`config.mk`:
```
export PLATFORM = sky130hd
export DESIGN_NAME = frame_sequencer
export DESIGN_NICKNAME = d
export VERILOG_FILES = /design/src/rtl/frame_sequencer.sv
export SDC_FILE = /design/constraint.sdc
export NUM_CORES = 1
export LEC_CHECK = 0
export BUFFER_PORTS_ARGS = -buffer_cell sky130_fd_sc_hd__buf_2
export CAP_MARGIN = 25
export CELL_PAD_IN_SITES_DETAIL_PLACEMENT = 1
export CELL_PAD_IN_SITES_GLOBAL_PLACEMENT = 1
export CORE_MARGIN = 5
export CORE_UTILIZATION = 41
export CTS_BUF_LIST = sky130_fd_sc_hd__clkbuf_8
export CTS_CLUSTER_DIAMETER = 40
export CTS_CLUSTER_SIZE = 8
export DETAILED_ROUTE_END_ITERATION = 8
export PLACE_DENSITY = 0.82
export SYNTH_ARGS = -nofsm -noshare
export SYNTH_HDL_FRONTEND = slang
export SYNTH_SLANG_ARGS = --single-unit
export TNS_END_PERCENT = 100
```
`constraint.sdc`:
```
create_clock -name clk -period 2.5 [get_ports clk]
set_input_delay 0.75 -clock clk [delete_from_list [all_inputs] [get_ports clk]]
set_output_delay 0.75 -clock clk [all_outputs]
set_load 0.05 [all_outputs]
```
`src/rtl/frame_sequencer.sv`:
```
// Frame sequencer for the 64x64 image buffer: receive a frame over the UART,
// apply a point operation in place, then stream the frame back out.
// The single-port pixel RAM is owned here and addressed row-major {row,col}.
module frame_sequencer #(
    parameter int unsigned ROW_W  = 6,
    parameter int unsigned COL_W  = 6,
    parameter int unsigned DATA_W = 8,
    parameter int unsigned THRESH = 128,
    parameter int unsigned BRIGHT = 16
) (
    input  logic                    clk,
    input  logic                    reset,
    input  logic                    start,
    input  logic [1:0]              op,
    input  logic                    rx_valid,
    input  logic [DATA_W-1:0]       rx_data,
    input  logic                    tx_ready,
    output logic                    tx_start,
    output logic [DATA_W-1:0]       tx_data,
    output logic [ROW_W+COL_W-1:0]  mem_addr,
    output logic                    mem_we,
    output logic [DATA_W-1:0]       mem_wdata,
    input  logic [DATA_W-1:0]       mem_rdata,
    output logic                    busy,
    output logic [1:0]              phase,
    output logic                    frame_done,
    output logic                    rx_overrun
);

    localparam int unsigned ADDR_W = ROW_W + COL_W;
    localparam int unsigned SUM_W  = DATA_W + 1;
    localparam logic [ADDR_W-1:0] ADDR_LAST = '1;
    localparam logic [DATA_W-1:0] PIX_MAX   = '1;

    typedef enum logic [2:0] {
        S_IDLE,
        S_RECV,
        S_PROC_RD,
        S_PROC_WR,
        S_TX_RD,
        S_TX_LD,
        S_TX_WAIT
    } state_t;

    state_t              state;
    // Pixel counter {row,col}; the upper ROW_W bits are the row, col runs fastest.
    logic [ADDR_W-1:0]   addr;
    logic [1:0]          op_r;
    logic                recv_last;
    logic [DATA_W-1:0]   wdata_r;
    logic [DATA_W-1:0]   proc_pix;
    logic [SUM_W-1:0]    bright_sum;

    // Point operation applied to the pixel read back during the PROC phase.
    always_comb begin
        bright_sum = {1'b0, mem_rdata} + SUM_W'(BRIGHT);
        case (op_r)
            2'd0:    proc_pix = mem_rdata;
            2'd1:    proc_pix = PIX_MAX - mem_rdata;
            2'd2:    proc_pix = (mem_rdata >= DATA_W'(THRESH)) ? PIX_MAX : '0;
            default: proc_pix = bright_sum[DATA_W] ? PIX_MAX : bright_sum[DATA_W-1:0];
        endcase
    end

    // Read data only arrives in the PROC_WR cycle itself, so the processed pixel
    // goes straight to the RAM; tx_start qualifies on the live tx_ready so a
    // byte is never launched into a busy transmitter.
    assign mem_wdata = (state == S_PROC_WR) ? proc_pix : wdata_r;
    assign tx_start  = (state == S_TX_WAIT) && tx_ready;
    assign busy      = (state != S_IDLE);

    // Phase decode: 0 idle, 1 receive, 2 process, 3 transmit.
    always_comb begin
        case (state)
            S_IDLE:               phase = 2'd0;
            S_RECV:               phase = 2'd1;
            S_PROC_RD, S_PROC_WR: phase = 2'd2;
            default:              phase = 2'd3;
        endcase
    end

    // Sequencer state, pixel counter and registered RAM/UART controls.
    always_ff @(posedge clk) begin
        if (!reset) begin
            state      <= S_IDLE;
            addr       <= '0;
            op_r       <= '0;
            recv_last  <= 1'b0;
            mem_addr   <= '0;
            mem_we     <= 1'b0;
            wdata_r    <= '0;
            tx_data    <= '0;
            frame_done <= 1'b0;
            rx_overrun <= 1'b0;
        end else begin
            mem_we     <= 1'b0;
            frame_done <= 1'b0;
            if (rx_valid && (state != S_RECV)) rx_overrun <= 1'b1;
            case (state)
                S_IDLE: begin
                    if (start) begin
                        addr       <= '0;
                        op_r       <= op;
                        recv_last  <= 1'b0;
                        rx_overrun <= 1'b0;
                        state      <= S_RECV;
                    end
                end
                S_RECV: begin
                    // Leave only after the final write cycle has been presented.
                    if (recv_last) begin
                        recv_last <= 1'b0;
                        mem_addr  <= addr;
                        state     <= S_PROC_RD;
                        if (rx_valid) rx_overrun <= 1'b1;
                    end else if (rx_valid) begin
                        mem_we   <= 1'b1;
                        mem_addr <= addr;
                        wdata_r  <= rx_data;
                        addr     <= addr + ADDR_W'(1);
                        if (addr == ADDR_LAST) recv_last <= 1'b1;
                    end
                end
                S_PROC_RD: begin
                    mem_we <= 1'b1;
                    state  <= S_PROC_WR;
                end
                S_PROC_WR: begin
                    addr     <= addr + ADDR_W'(1);
                    mem_addr <= addr + ADDR_W'(1);
                    state    <= (addr == ADDR_LAST) ? S_TX_RD : S_PROC_RD;
                end
                S_TX_RD: begin
                    state <= S_TX_LD;
                end
                S_TX_LD: begin
                    tx_data <= mem_rdata;
                    state   <= S_TX_WAIT;
                end
                S_TX_WAIT: begin
                    if (tx_ready) begin
                        addr     <= addr + ADDR_W'(1);
                        mem_addr <= addr + ADDR_W'(1);
                        if (addr == ADDR_LAST) begin
                            frame_done <= 1'b1;
                            state      <= S_IDLE;
                        end else begin
                            state <= S_TX_RD;
                        end
                    end
                end
                default: state <= S_IDLE;
            endcase
        end
    end

endmodule

```
**Word-level counts from Yosys, hierarchy flattened**

Index checks and enable logic that the tools add are counted.

- Flip-flop bits (word level): 49
- Bits in latches: 0
- Bits in writable memories: 0
- Bits in read-only memories: 0
- Word-level logic and storage cells: 79
- Memories kept: 0

- Add/subtract/negate cells: 3
- Multipliers: 0
- Div/mod/pow operators: 0
- $lt $le $gt $ge: 1
- Eq/ne operators: 16
- Shifts and indexed selects: 0
- Multiplexer cells: 32
- Bitwise gates (word level): 1
- Reduce and logical (&&, ||, !) cells: 16

Operators by type and width:

| operator | number |
|---|---|
| $mux 12 | 6 |
| $pmux 12 s4 | 1 |
| $pmux 12 s3 | 1 |
| $mux 8 | 3 |
| $pmux 8 s3 | 1 |
| $pmux 3 s7 | 1 |
| $mux 3 | 5 |
| $add 12x1->12 const B | 1 |
| $eq 12x12->1 const B | 1 |
| $reduce_and 3->1 | 4 |
| $mux 1 | 10 |
| $ne 2x2->1 const B | 5 |
| $add 8x5->9 const B | 1 |
| $eq 3x3->1 const B | 3 |
| $ge 8x8->1 const B | 1 |
| $sub 8x8->8 const A | 1 |
| $eq 3x2->1 const B | 2 |
| $pmux 1 s2 | 3 |
| $pmux 2 s3 | 1 |
| $reduce_bool 3->1 | 2 |
| $reduce_and 5->1 | 1 |
| $reduce_and 2->1 | 2 |
| $reduce_bool 4->1 | 1 |
| $eq 3x1->1 const B | 1 |
| 10 further kinds | 11 |

**Longest topological paths before layout**

Gate-level depths: netlist (run 1).

- Depth in word-level cells: 6
- Gate-level depth with buffers: 7
- Mapped depth without buffers: 5

**Worst setup path after synthesis (run 1)**

OpenSTA, ideal clock, no wires.

- Path type: input port to output port
- From: input port mem_rdata[4]
- To: output port mem_wdata[6]
- Arrival: 2.156 ns
- Required time: 1.750 ns
- Path slack: -0.406 ns
- Stages on the path: 5
- Cell sequence: ha_1 > a21boi_0 > a2bb2oi_1 > a21oi_1 > a21oi_1

- Longest elaborated chain between the ends: 4
- Elaborated cells on any way between the ends: 7
- Those cells by class: add/sub: 2; order compare: 1; mux: 4

Ends and longest elaborated chain:

| what | RTL line | text |
|---|---|---|
| start, declared | 23 | `input logic [DATA_W-1:0] mem_rdata,` |
| $add 8x5->9 / $ge 8x8->1 (equally long branches) | 56, 60 |  |
| $mux 8, on equally long branches | 61, 60 |  |
| $pmux 8 s3 (*) | 57 | `case (op_r)` |
| $mux 8 (*) | 68 | `assign mem_wdata = (state == S_PROC_WR) ? proc_pix : wdata_r;` |
| end, declared | 22 | `output logic [DATA_W-1:0] mem_wdata,` |

Mark *: on every way between the ends. The rest lies on a longest branch, timed or not.

**Worst setup path in the final report (run 1)**

- From: input port mem_rdata[5]
- To: output port mem_wdata[2]

Same word-level chain as after synthesis.

==> results of run 1 <==
worst max-delay path, delay by kind of cell:
family          cells  cell delay (ps)
buf+inv             2              220
compound gates      3              520
simple gates        1              230
fa+ha+maj           1              140
registers in the layout, summed over array words and instances (netlist names), 2 cells and up:
signal    flops
op_r          2
addr         12
state         3
mem_addr     12
tx_data       8
wdata_r       8
what timing repair did:
item,4_1_cts,5_1_grt
hold endpoints to repair,0,0
setup endpoints to repair,8,9
resized for setup,30,14
hold buffers,0,0
pin swaps,5,5
cell usage after synthesis, drive strengths merged, types with 2 or more instances:
library cell	n
dfxtp	49
nor2	32
o21ai	25
a21oi	23
nand2	23
nand4	17
clkbuf	16
nand3	16
mux2i	15
buf	14
nor2b	8
xor2	8
a31oi	7
and2	7
inv	7
o22a	6
nor3	5
or3	5
o211ai	4
o221ai	4
a211o	3
a21boi	3
a221oi	3
and3	3
and4	3
o21a	3
or2	3
xnor2	3
a2111o	2
a211oi	2
a21o	2
ha	2
nand2b	2
o2111ai	2
o22ai	2
routing by layer:
metal  wire length (um)  up-vias
met1               3755     1318
met5                  0        -
met2               4288       70
met4                194        0
met3                397       17
li1                   -     1344
final timing paths:
kind / end / slack (ps) / cells past startpoint
min reg2reg: tx_data[3] / 480 / 2
max reg2reg: mem_addr[10] / 530 / 5
max: mem_wdata[2] / -110 / 7
min: tx_data[3] / 480 / 2
cell type report:
class	count	area, sq um	area share, %
clock inverter	3	13.76	0.4074
inverter	7	26.28	0.7778
sequential	49	984.7	29.15
clock buffer	5	68.82	2.037
multi-input combinational	253	1658	49.07
timing repair buffer	79	530.5	15.70
tap	77	96.34	2.852
power by group through the flow:
| stage | Clock, mW | Sequential [mW] | Combinational [mW] |
|---|---|---|---|
| finish | 0.471 | 0.849 | 0.528 |
| global route | 0.516 | 0.856 | 0.564 |
| CTS | 0.476 | 0.849 | 0.515 |
| detailed placement | 0 | 0.865 | 0.487 |
| global placement | 0 | 0.863 | 0.475 |
| floorplan | 0 | 0.933 | 0.275 |
cell families after synthesis:
| logic type | after synthesis | synth area share [%] |
|---|---|---|
| DFF | 49 | 36.06 |
| and+or+nand+nor | 128 | 24.61 |
| xor gates and xnor gates | 11 | 3.818 |
| adders and majority gates | 2 | 0.9198 |
| buffers and inverters | 37 | 5.750 |
| muxes | 15 | 5.520 |
| AOI/OAI and AO/OA | 97 | 23.32 |
==> results by group, run 1 <==
STA
  – Worst Hold Slack: 484.1 ps
  – Tcrit/Tclk final: 104.5%
  – Total negative slack: -544.2 ps
  – Slew headroom: 55.23%
  – Hold Fails Final Rpt: 0
  – Tmin final: 2613 ps
  – Slew Limit Fails: 0
  – Skew final: 6.403 ps
  – Tightest Pin Transition: 669.7 ps
  – FMAX: 382.7 MHz
  – Worst setup margin: -112.8 ps
  – # setup viols final: 7
  – RSZ-0062 raised after global routing: yes

Finish
  – Final Non-Filler Cells: 473
  – Fraction of layout cells with a size suffix above 1: 29.29%
  – NumNets Final: 420
  – Commonest non-fill, non-tap cells in the layout: 46 x dfxtp_1, 46 x buf_2, 31 x nor2_1
  – Layout Utilization: 52.90%
  – Antenna fix cells: 0
  – Final instance area: 3378 sq um
  – Area growth, synth to finish: 24.20%
  – Filler cells: 781

Clocking
  – Postcts setup bufs: 0
  – H-tree depth: 2
  – Clk pin slew, worst setup/hold paths: 90 ps
  – CTS tree: done
  – Clock tree sinks: 49
  – Max Buffers Root-to-Sink: 2
  – Root buffer cell: clkbuf_8
  – CTS buffer count: 5
  – Worst-Skew Late Latency: 310 ps

Yosys
  – Synth cell types: 54
  – YS warnings: 0
  – Register area share after synthesis: 36.06%
  – Cell area after synthesis: 2720 sq um
  – Most used DFF post-synth: dfxtp_1
  – Syn nets: 364
  – Syn Inst Count: 339
  – Async SR Flop Fraction: 0%
  – Area contributors post-synth: dfxtp_1 36%, mux2i_1 5.5%, o21ai_0 4.4%
  – Mean Syn Cell Area: 8.024 sq um
  – #FFs+latches synth: 49
  – EDFF count, synth: 0
  – Post-synth top area share: 36.06%
  – Synth area leader: dfxtp_1

Run
  – Max-Cap Viols: 0

Critical path
  – Worst-path maximum fanout: 6
  – CP Data Arrival Time: 1860 ps
  – R2R Path Start: state[2]
  – CP Capture Type: output pin
  – Most used cell along the critical path: buf_8
  – Worst path cell trace: buf_8 > ha_4 > and3_4 > o21ai_1 > a221oi_2 > o22a_2 > buf_8
  – Startpoint Class: primary input
  – Worst path slowest cell: a221oi_2
  – Max stage delay on crit path: 250 ps
  – Crit. Startpoint: mem_rdata[5]
  – Critical path class: primary input to output pin
  – Req. time, crit path: 1750 ps

Global route
  – Initial antenna violation count: 0
  – Met2 usage: 35.14%
  – First-pass GRT wire length: 14270 um
  – Vias in the first global route: 2894
  – Grt total ovfl: 0
  – GRT Util Overall: 20.64%
  – Met1 Usage GRT: 25.43%
  – GRT busiest layer: met2
  – Largest net degree at the start of global routing: 25
  – Met3 Usage GRT: 4.380%

Route
  – DRC: 0
  – Vias per Instance: 5.812
  – Drt pass-1 iters: 4
  – Post-DR wirelength/cell: 18.26 um
  – Final WL: 8636 um
  – Detailed router's first-iteration violation count: 86
  – Routed Antenna Nets: 0
  – Total number of vias: 2749

Die
  – Die area: 8363 sq um
  – DIE HEIGHT: 91.45 um
  – Horiz. Die Dim: 91.45 um
  – Core area: 6386 sq um
  – Boundary Pins: 58
  – Standard-cell rows: 29
  – Initial Util: 42.59%

Pwr
  – Sw frac: 35.46%
  – Worst vdd ir: 0.0002987 V
  – Clock power share: 25.5%
  – Design Power: 1.848 mW
  – LEAKAGE: 1.456 nW
  – NetSw: 0.6552 mW
  – Sequential Power Share: 46.0%
  – Cell internal pwr: 1.193 mW
  – Power Density: 547.1 nW/um^2
  – Logic pwr share: 28.5%

Place
  – Cells after DPL: 465
  – I/O Buffers: 57
  – Post-DP Area: 3166 sq um
  – Post-place setup slack: -314.7 ps
  – DP Wirelength: 6085 um
  – RePlAce Congestion: 0.8632

Hold path
  – Worst hold path type: flop to flop
  – Critical hold path startpoint: tx_data[3]

Outcome
  – Outcome: finished, violations left
  – Violated checks: negative setup slack
Note: power is estimated with default switching activity, not from simulation.
==> run 2, diff against run 1 <==
--- a/config.mk
+++ b/config.mk
@@ -10,12 +10,12 @@
 export CELL_PAD_IN_SITES_DETAIL_PLACEMENT = 1
 export CELL_PAD_IN_SITES_GLOBAL_PLACEMENT = 1
 export CORE_MARGIN = 5
-export CORE_UTILIZATION = 41
+export CORE_UTILIZATION = 44
 export CTS_BUF_LIST = sky130_fd_sc_hd__clkbuf_8
 export CTS_CLUSTER_DIAMETER = 40
 export CTS_CLUSTER_SIZE = 8
 export DETAILED_ROUTE_END_ITERATION = 8
-export PLACE_DENSITY = 0.82
+export PLACE_DENSITY = 0.87
 export SYNTH_ARGS = -nofsm -noshare
 export SYNTH_HDL_FRONTEND = slang
 export SYNTH_SLANG_ARGS = --single-unit
==> constraint.sdc (replaced) <==
create_clock -name clk -period 3.3 [get_ports clk]
set_input_delay 0.99 -clock clk [delete_from_list [all_inputs] [get_ports clk]]
set_output_delay 0.99 -clock clk [all_outputs]
set_load 0.05 [all_outputs]
==> results by group, run 2 (synthesis gave the netlist of run 1 again) <==
Route
  – Drt pass-1 iters: 4 (unchanged)
  – Top Metal Used: met4 (unchanged)
  – Final WL: 8317 um (was 8636 um)
  – DRC: 0 (unchanged)
  – Routed Antenna Nets: 0 (unchanged)
  – WL met1: 3478 um (was 3755 um)
  – Met2 routed WL: 4199 um (was 4288 um)
  – Total number of vias: 2745 (was 2749)
  – Detailed router's first-iteration violation count: 89 (was 86)
  – Post-DR wirelength/cell: 18.00 um (was 18.26 um)
  – Vias per Instance: 5.942 (was 5.812)
  – Met3 wire len: 457 um (was 397 um)

Pwr
  – Worst vdd ir: 0.0001984 V (was 0.0002987 V)
  – Design Power: 1.372 mW (was 1.848 mW)
  – LEAKAGE: 1.390 nW (was 1.456 nW)
  – Power Density: 427.0 nW/um^2 (was 547.1 nW/um^2)

Critical path
  – Worst-path maximum fanout: 6 (unchanged)
  – CP Capture Type: output pin (unchanged)
  – Startpoint Class: primary input (unchanged)
  – Critical path class: primary input to output pin (unchanged)
  – CP Data Arrival Time: 2260 ps (was 1860 ps)
  – Req. time, crit path: 2310 ps (was 1750 ps)

Clocking
  – Clock tree sinks: 49 (unchanged)
  – Root buffer cell: clkbuf_8 (unchanged)
  – Worst-Skew Late Latency: 310 ps (about the same)
  – CTS buffer count: 5 (unchanged)
  – Max Buffers Root-to-Sink: 2 (unchanged)
  – Clk pin slew, worst setup/hold paths: 80 ps (was 90 ps)
  – CTS tree: done (unchanged)
  – H-tree depth: 2 (unchanged)
  – Postcts setup bufs: 0 (unchanged)

Finish
  – Commonest non-fill, non-tap cells in the layout: 53 x buf_2, 49 x dfxtp_1, 32 x nor2_1 (was 46 x dfxtp_1, 46 x buf_2, 31 x nor2_1)
  – Antenna fix cells: 0 (unchanged)
  – Biggest regs: addr: 12 flops, mem_addr: 12 flops (unchanged)
  – NumNets Final: 412 (was 420)
  – Filler cells: 748 (was 781)
  – Fraction of layout cells with a size suffix above 1: 23.51% (was 29.29%)
  – Area growth, synth to finish: 18.12% (was 24.20%)
  – Most common cell after layout, fill and taps aside: buf_2

STA
  – Total negative slack: 0 ps (was -544.2 ps)
  – Slew Limit Fails: 0 (unchanged)
  – Tightest Pin Transition: 643.5 ps (was 669.7 ps)
  – Tmin final: 3248 ps
  – Slew headroom: 56.55% (was 55.23%)
  – # setup viols final: 0 (was 7)
  – FMAX: 307.9 MHz
  – Skew final: 3.816 ps (was 6.403 ps)
  – Tcrit/Tclk final: 98.41%
  – Hold Fails Final Rpt: 0 (unchanged)

Outcome
  – Outcome: finished clean (was finished, violations left)

Die
  – Die area: 7854 sq um (was 8363 sq um)
  – Horiz. Die Dim: 88.63 um (was 91.45 um)
  – Initial Util: 45.67% (was 42.59%)
  – Standard-cell rows: 28 (was 29)
  – DIE HEIGHT: 88.63 um (was 91.45 um)
  – Core area: 5956 sq um (was 6386 sq um)
  – Boundary Pins: 58 (unchanged)

Global route
  – Vias in the first global route: 2863 (was 2894)
  – Largest net degree at the start of global routing: 25 (unchanged)
  – Grt total ovfl: 0 (unchanged)
  – GRT Util Overall: 22.16% (was 20.64%)
  – Initial antenna violation count: 0 (unchanged)
  – First-pass GRT wire length: 13740 um (was 14270 um)

Place
  – DP Wirelength: 6074 um (was 6085 um)
  – RePlAce Congestion: 0.8505 (was 0.8632)
  – I/O Buffers: 57 (unchanged)

Hold path
  – Worst hold path type: flop to flop (unchanged)

Run
  – Max-Cap Viols: 0 (unchanged)
## run 2: metrics by stage
| step | std cells | util, % | worst slack, ps | area (sq um) | hold slack [ps] |
|---|---|---|---|---|---|
| floorplan | 339 | - | 99.10 | 2724 | 464.0 |
| global route | 462 | 53.95 | -27.97 | 3213 | 499.5 |
| detailed placement | 455 | 51.68 | -132.7 | 3078 | 454.6 |
| CTS | 462 | 53.34 | 1.642 | 3177 | 467.1 |
| global placement | 455 | 51.68 | -12.62 | 3078 | 442.3 |
| finish | 462 | 53.95 | 52.37 | 3213 | 463.9 |
## run 2: final timing paths
| kind | startpoint | end | slack (ps) | cells after the start |
|---|---|---|---|---|
| worst min-delay path | tx_data[0] | tx_data[0] | 460 | 2 |
| worst min register to register | tx_data[0] | tx_data[0] | 460 | 2 |
| worst max-delay path | mem_rdata[4] | mem_wdata[1] | 50 | 7 |
| worst max register to register | state[2] | addr[8] | 1220 | 5 |
## run 2: timing repair
action | in CTS | in global routing
endpoints found under the setup margin | 4 | 6
hold buffers | 0 | 0
pin swaps | 1 | 7
resized for setup | 5 | 10
cloned | 0 | 0
endpoints found under the hold margin | 0 | 0
## run 2: final cells by class
| class | count | area [sq um] | share of cell area, % |
|---|---|---|---|
| clock buffer | 6 | 82.58 | 2.570 |
| sequential | 49 | 980.9 | 30.53 |
| tap | 75 | 93.84 | 2.921 |
| clock inverter | 1 | 3.754 | 0.1168 |
| inverter | 7 | 26.28 | 0.8178 |
| multi-input combinational | 253 | 1610 | 50.12 |
| timing repair buffer | 71 | 415.4 | 12.93 |
## run 2: critical path, stage by stage
cell and delay [ps]:
buf_2 120, ha_4 140, and3_4 210, o21ai_0 90, a221oi_1 340, o22a_1 210, buf_6 160
## run 2: power breakdown
part / internal, mW / switching [mW]
Clock: 0.164 / 0.200
Sequential: 0.620 / 0.0329
Combinational: 0.113 / 0.242
## run 2: per-layer routing
layer	global-route usage, %	up-vias
li1	-	1328
met4	8.379	0
met3	5.959	19
met1	25.55	1330
met2	38.93	68
met5	0	-
==> run 3, diff against run 2 <==
--- a/config.mk
+++ b/config.mk
@@ -15,6 +15,7 @@
 export CTS_CLUSTER_DIAMETER = 40
 export CTS_CLUSTER_SIZE = 8
 export DETAILED_ROUTE_END_ITERATION = 8
+export MAX_ROUTING_LAYER = met4
 export PLACE_DENSITY = 0.87
 export SYNTH_ARGS = -nofsm -noshare
 export SYNTH_HDL_FRONTEND = slang
==> results by group, run 3 (synthesis gave the netlist of run 1 again) <==
STA
  – # setup viols final: 0 (unchanged)
  – Hold Fails Final Rpt: 0 (unchanged)
  – FMAX: 306.8 MHz (was 307.9 MHz)
  – Slew Limit Fails: 0 (unchanged)
  – Tcrit/Tclk final: 98.76% (was 98.41%)
  – Tightest Pin Transition: 660.5 ps (was 643.5 ps)
  – Slew headroom: 55.84% (was 56.55%)
  – Worst setup margin: 40.88 ps (was 52.37 ps)
  – Skew final: 4.292 ps (was 3.816 ps)
  – Total negative slack: 0 ps (unchanged)
  – Tmin final: 3259 ps (was 3248 ps)

Clocking
  – Worst-Skew Late Latency: 310 ps (about the same)
  – CTS tree: done (unchanged)
  – Root buffer cell: clkbuf_8 (unchanged)
  – CTS buffer count: 5 (unchanged)
  – H-tree depth: 2 (unchanged)
  – Hold-fix buffers, CTS: 0 (unchanged)
  – Postcts setup bufs: 0 (unchanged)
  – Clock tree sinks: 49 (unchanged)
  – Max Buffers Root-to-Sink: 2 (unchanged)
  – Clk pin slew, worst setup/hold paths: 80 ps (about the same)

Place
  – Cells after DPL: 455 (unchanged)
  – RePlAce Congestion: 0.8639 (was 0.8505)
  – I/O Buffers: 57 (unchanged)
  – Post-place setup slack: -132.7 ps (unchanged)
  – DP Wirelength: 6074 um (unchanged)

Die
  – Standard-cell rows: 28 (unchanged)
  – Core area: 5956 sq um (unchanged)
  – Boundary Pins: 58 (unchanged)
  – Initial Util: 45.67% (unchanged)
  – Horiz. Die Dim: 88.63 um (unchanged)
  – DIE HEIGHT: 88.63 um (unchanged)
  – Die area: 7854 sq um (unchanged)

Pwr
  – Cell internal pwr: 0.8975 mW (unchanged)
  – Sequential Power Share: 47.6% (about the same)
  – Clock power share: 26.5% (about the same)
  – LEAKAGE: 1.390 nW (unchanged)
  – Power Density: 427.5 nW/um^2 (was 427.0 nW/um^2)
  – NetSw: 0.4762 mW (was 0.4746 mW)
  – Sw frac: 34.66% (was 34.59%)
  – Design Power: 1.374 mW (was 1.372 mW)
  – Worst vdd ir: 0.0001983 V (was 0.0001984 V)
  – Logic pwr share: 25.9% (about the same)

Global route
  – First-pass GRT wire length: 13730 um (was 13740 um)
  – Grt total ovfl: 0 (unchanged)
  – GRT Util Overall: 22.84% (was 22.16%)
  – Largest net degree at the start of global routing: 25 (unchanged)
  – Vias in the first global route: 2862 (was 2863)
  – Initial antenna violation count: 0 (unchanged)

Route
  – Detailed router's first-iteration violation count: 107 (was 89)
  – Routed Antenna Nets: 0 (unchanged)
  – Final WL: 8358 um (was 8317 um)
  – DRC: 0 (unchanged)
  – Vias per Instance: 5.926 (was 5.942)
  – Drt pass-1 iters: 4 (unchanged)
  – Post-DR wirelength/cell: 18.09 um (was 18.00 um)
  – Total number of vias: 2738 (was 2745)

Finish
  – Fraction of layout cells with a size suffix above 1: 23.51% (unchanged)
  – Antenna fix cells: 0 (unchanged)
  – Most common cell after layout, fill and taps aside: buf_2 (unchanged)
  – Area growth, synth to finish: 18.12% (unchanged)
  – Filler cells: 748 (unchanged)
  – Biggest regs: addr: 12 flops, mem_addr: 12 flops (unchanged)
  – Final Non-Filler Cells: 462 (unchanged)
  – Commonest non-fill, non-tap cells in the layout: 53 x buf_2, 49 x dfxtp_1, 32 x nor2_1 (unchanged)
  – Layout Utilization: 53.95% (unchanged)
  – NumNets Final: 412 (unchanged)

Critical path
  – Top Family by Delay on Critical Path: compound AO/OA/AOI/OAI gates (unchanged)
  – CP bufs+invs: 2 (unchanged)
  – Worst path cell trace: buf_2 > ha_4 > and3_4 > o21ai_0 > a221oi_1 > o22a_1 > buf_6 (unchanged)
  – Max stage delay on crit path: 350 ps (was 340 ps)
  – R2R Path Start: state[0] (was state[2])
  – Startpoint Class: primary input (unchanged)
  – CP Data Arrival Time: 2270 ps (was 2260 ps)
  – Crit. Startpoint: mem_rdata[4] (unchanged)
  – Req. time, crit path: 2310 ps (about the same)
  – Critical path class: primary input to output pin (unchanged)
  – CP Capture Type: output pin (unchanged)
  – Worst-path maximum fanout: 6 (unchanged)
  – Worst reg-to-reg setup slack: 1220 ps (about the same)
  – Worst path slowest cell: a221oi_1 (unchanged)

Run
  – Max-Cap Viols: 0 (unchanged)

Hold path
  – Critical hold path startpoint: tx_data[0] (unchanged)
  – Worst hold path type: flop to flop (unchanged)

Outcome
  – Outcome: finished clean (unchanged)
-- run 3: cell counts in the layout (fill, tap and decap cells not counted) --
Identical to the previous run, type by type.
-- run 3: worst paths after layout --
path	depth (start not counted)	to
max reg2reg	5	wdata_r[2]
min reg2reg	2	tx_data[0]
max	7	mem_wdata[1]
min	2	tx_data[0]
-- run 3: layout make-up --
class | instances | area, sq um | area share, %
sequential | 49 | 980.9 | 30.53
clock inverter | 1 | 3.754 | 0.1168
inverter | 7 | 26.28 | 0.8178
timing repair buffer | 71 | 415.4 | 12.93
tap | 75 | 93.84 | 2.921
clock buffer | 6 | 82.58 | 2.570
multi-input combinational | 253 | 1610 | 50.12
-- run 3: repair_timing --
| item | 4_1_cts | 5_1_grt |
|---|---|---|
| endpoints found under the setup margin | 4 | 6 |
| gates cloned | 0 | 0 |
| gates resized for setup | 5 | 10 |
| pin swaps | 1 | 7 |
-- run 3: worst min-delay path: stages, from the launching register on --
cell     delay (ps)
dfxtp_1         320
nand2_1          50
a21oi_1          50
-- run 3: per-stage QoR --
stage	hold slack [ps]	instance area, sq um
6_report	463.2	3213
5_1_grt	499.5	3213
4_1_cts	467.1	3177
3_5_place_dp	454.6	3078
3_3_place_gp	442.3	3078
2_1_floorplan	464.0	2724
-- run 3: per-layer routing --
layer / part of all wire [%] / vias up / track usage (%)
li1: - / 1329 / -
met1: 43 / 1329 / 26.35
met2: 51 / 63 / 39.00
met3: 4.2 / 17 / 4.562
met4: 1.9 / 0 / 8.379
met5: 0 / - / -
-- run 3: power by group through the flow --
| stage | registers [mW] | logic [mW] | clock network (mW) |
|---|---|---|---|
| floorplan | 0.707 | 0.206 | 0 |
| CTS | 0.653 | 0.351 | 0.372 |
| finish | 0.654 | 0.356 | 0.364 |
| global route | 0.659 | 0.382 | 0.396 |
| global placement | 0.665 | 0.335 | 0 |
| detailed placement | 0.667 | 0.345 | 0 |
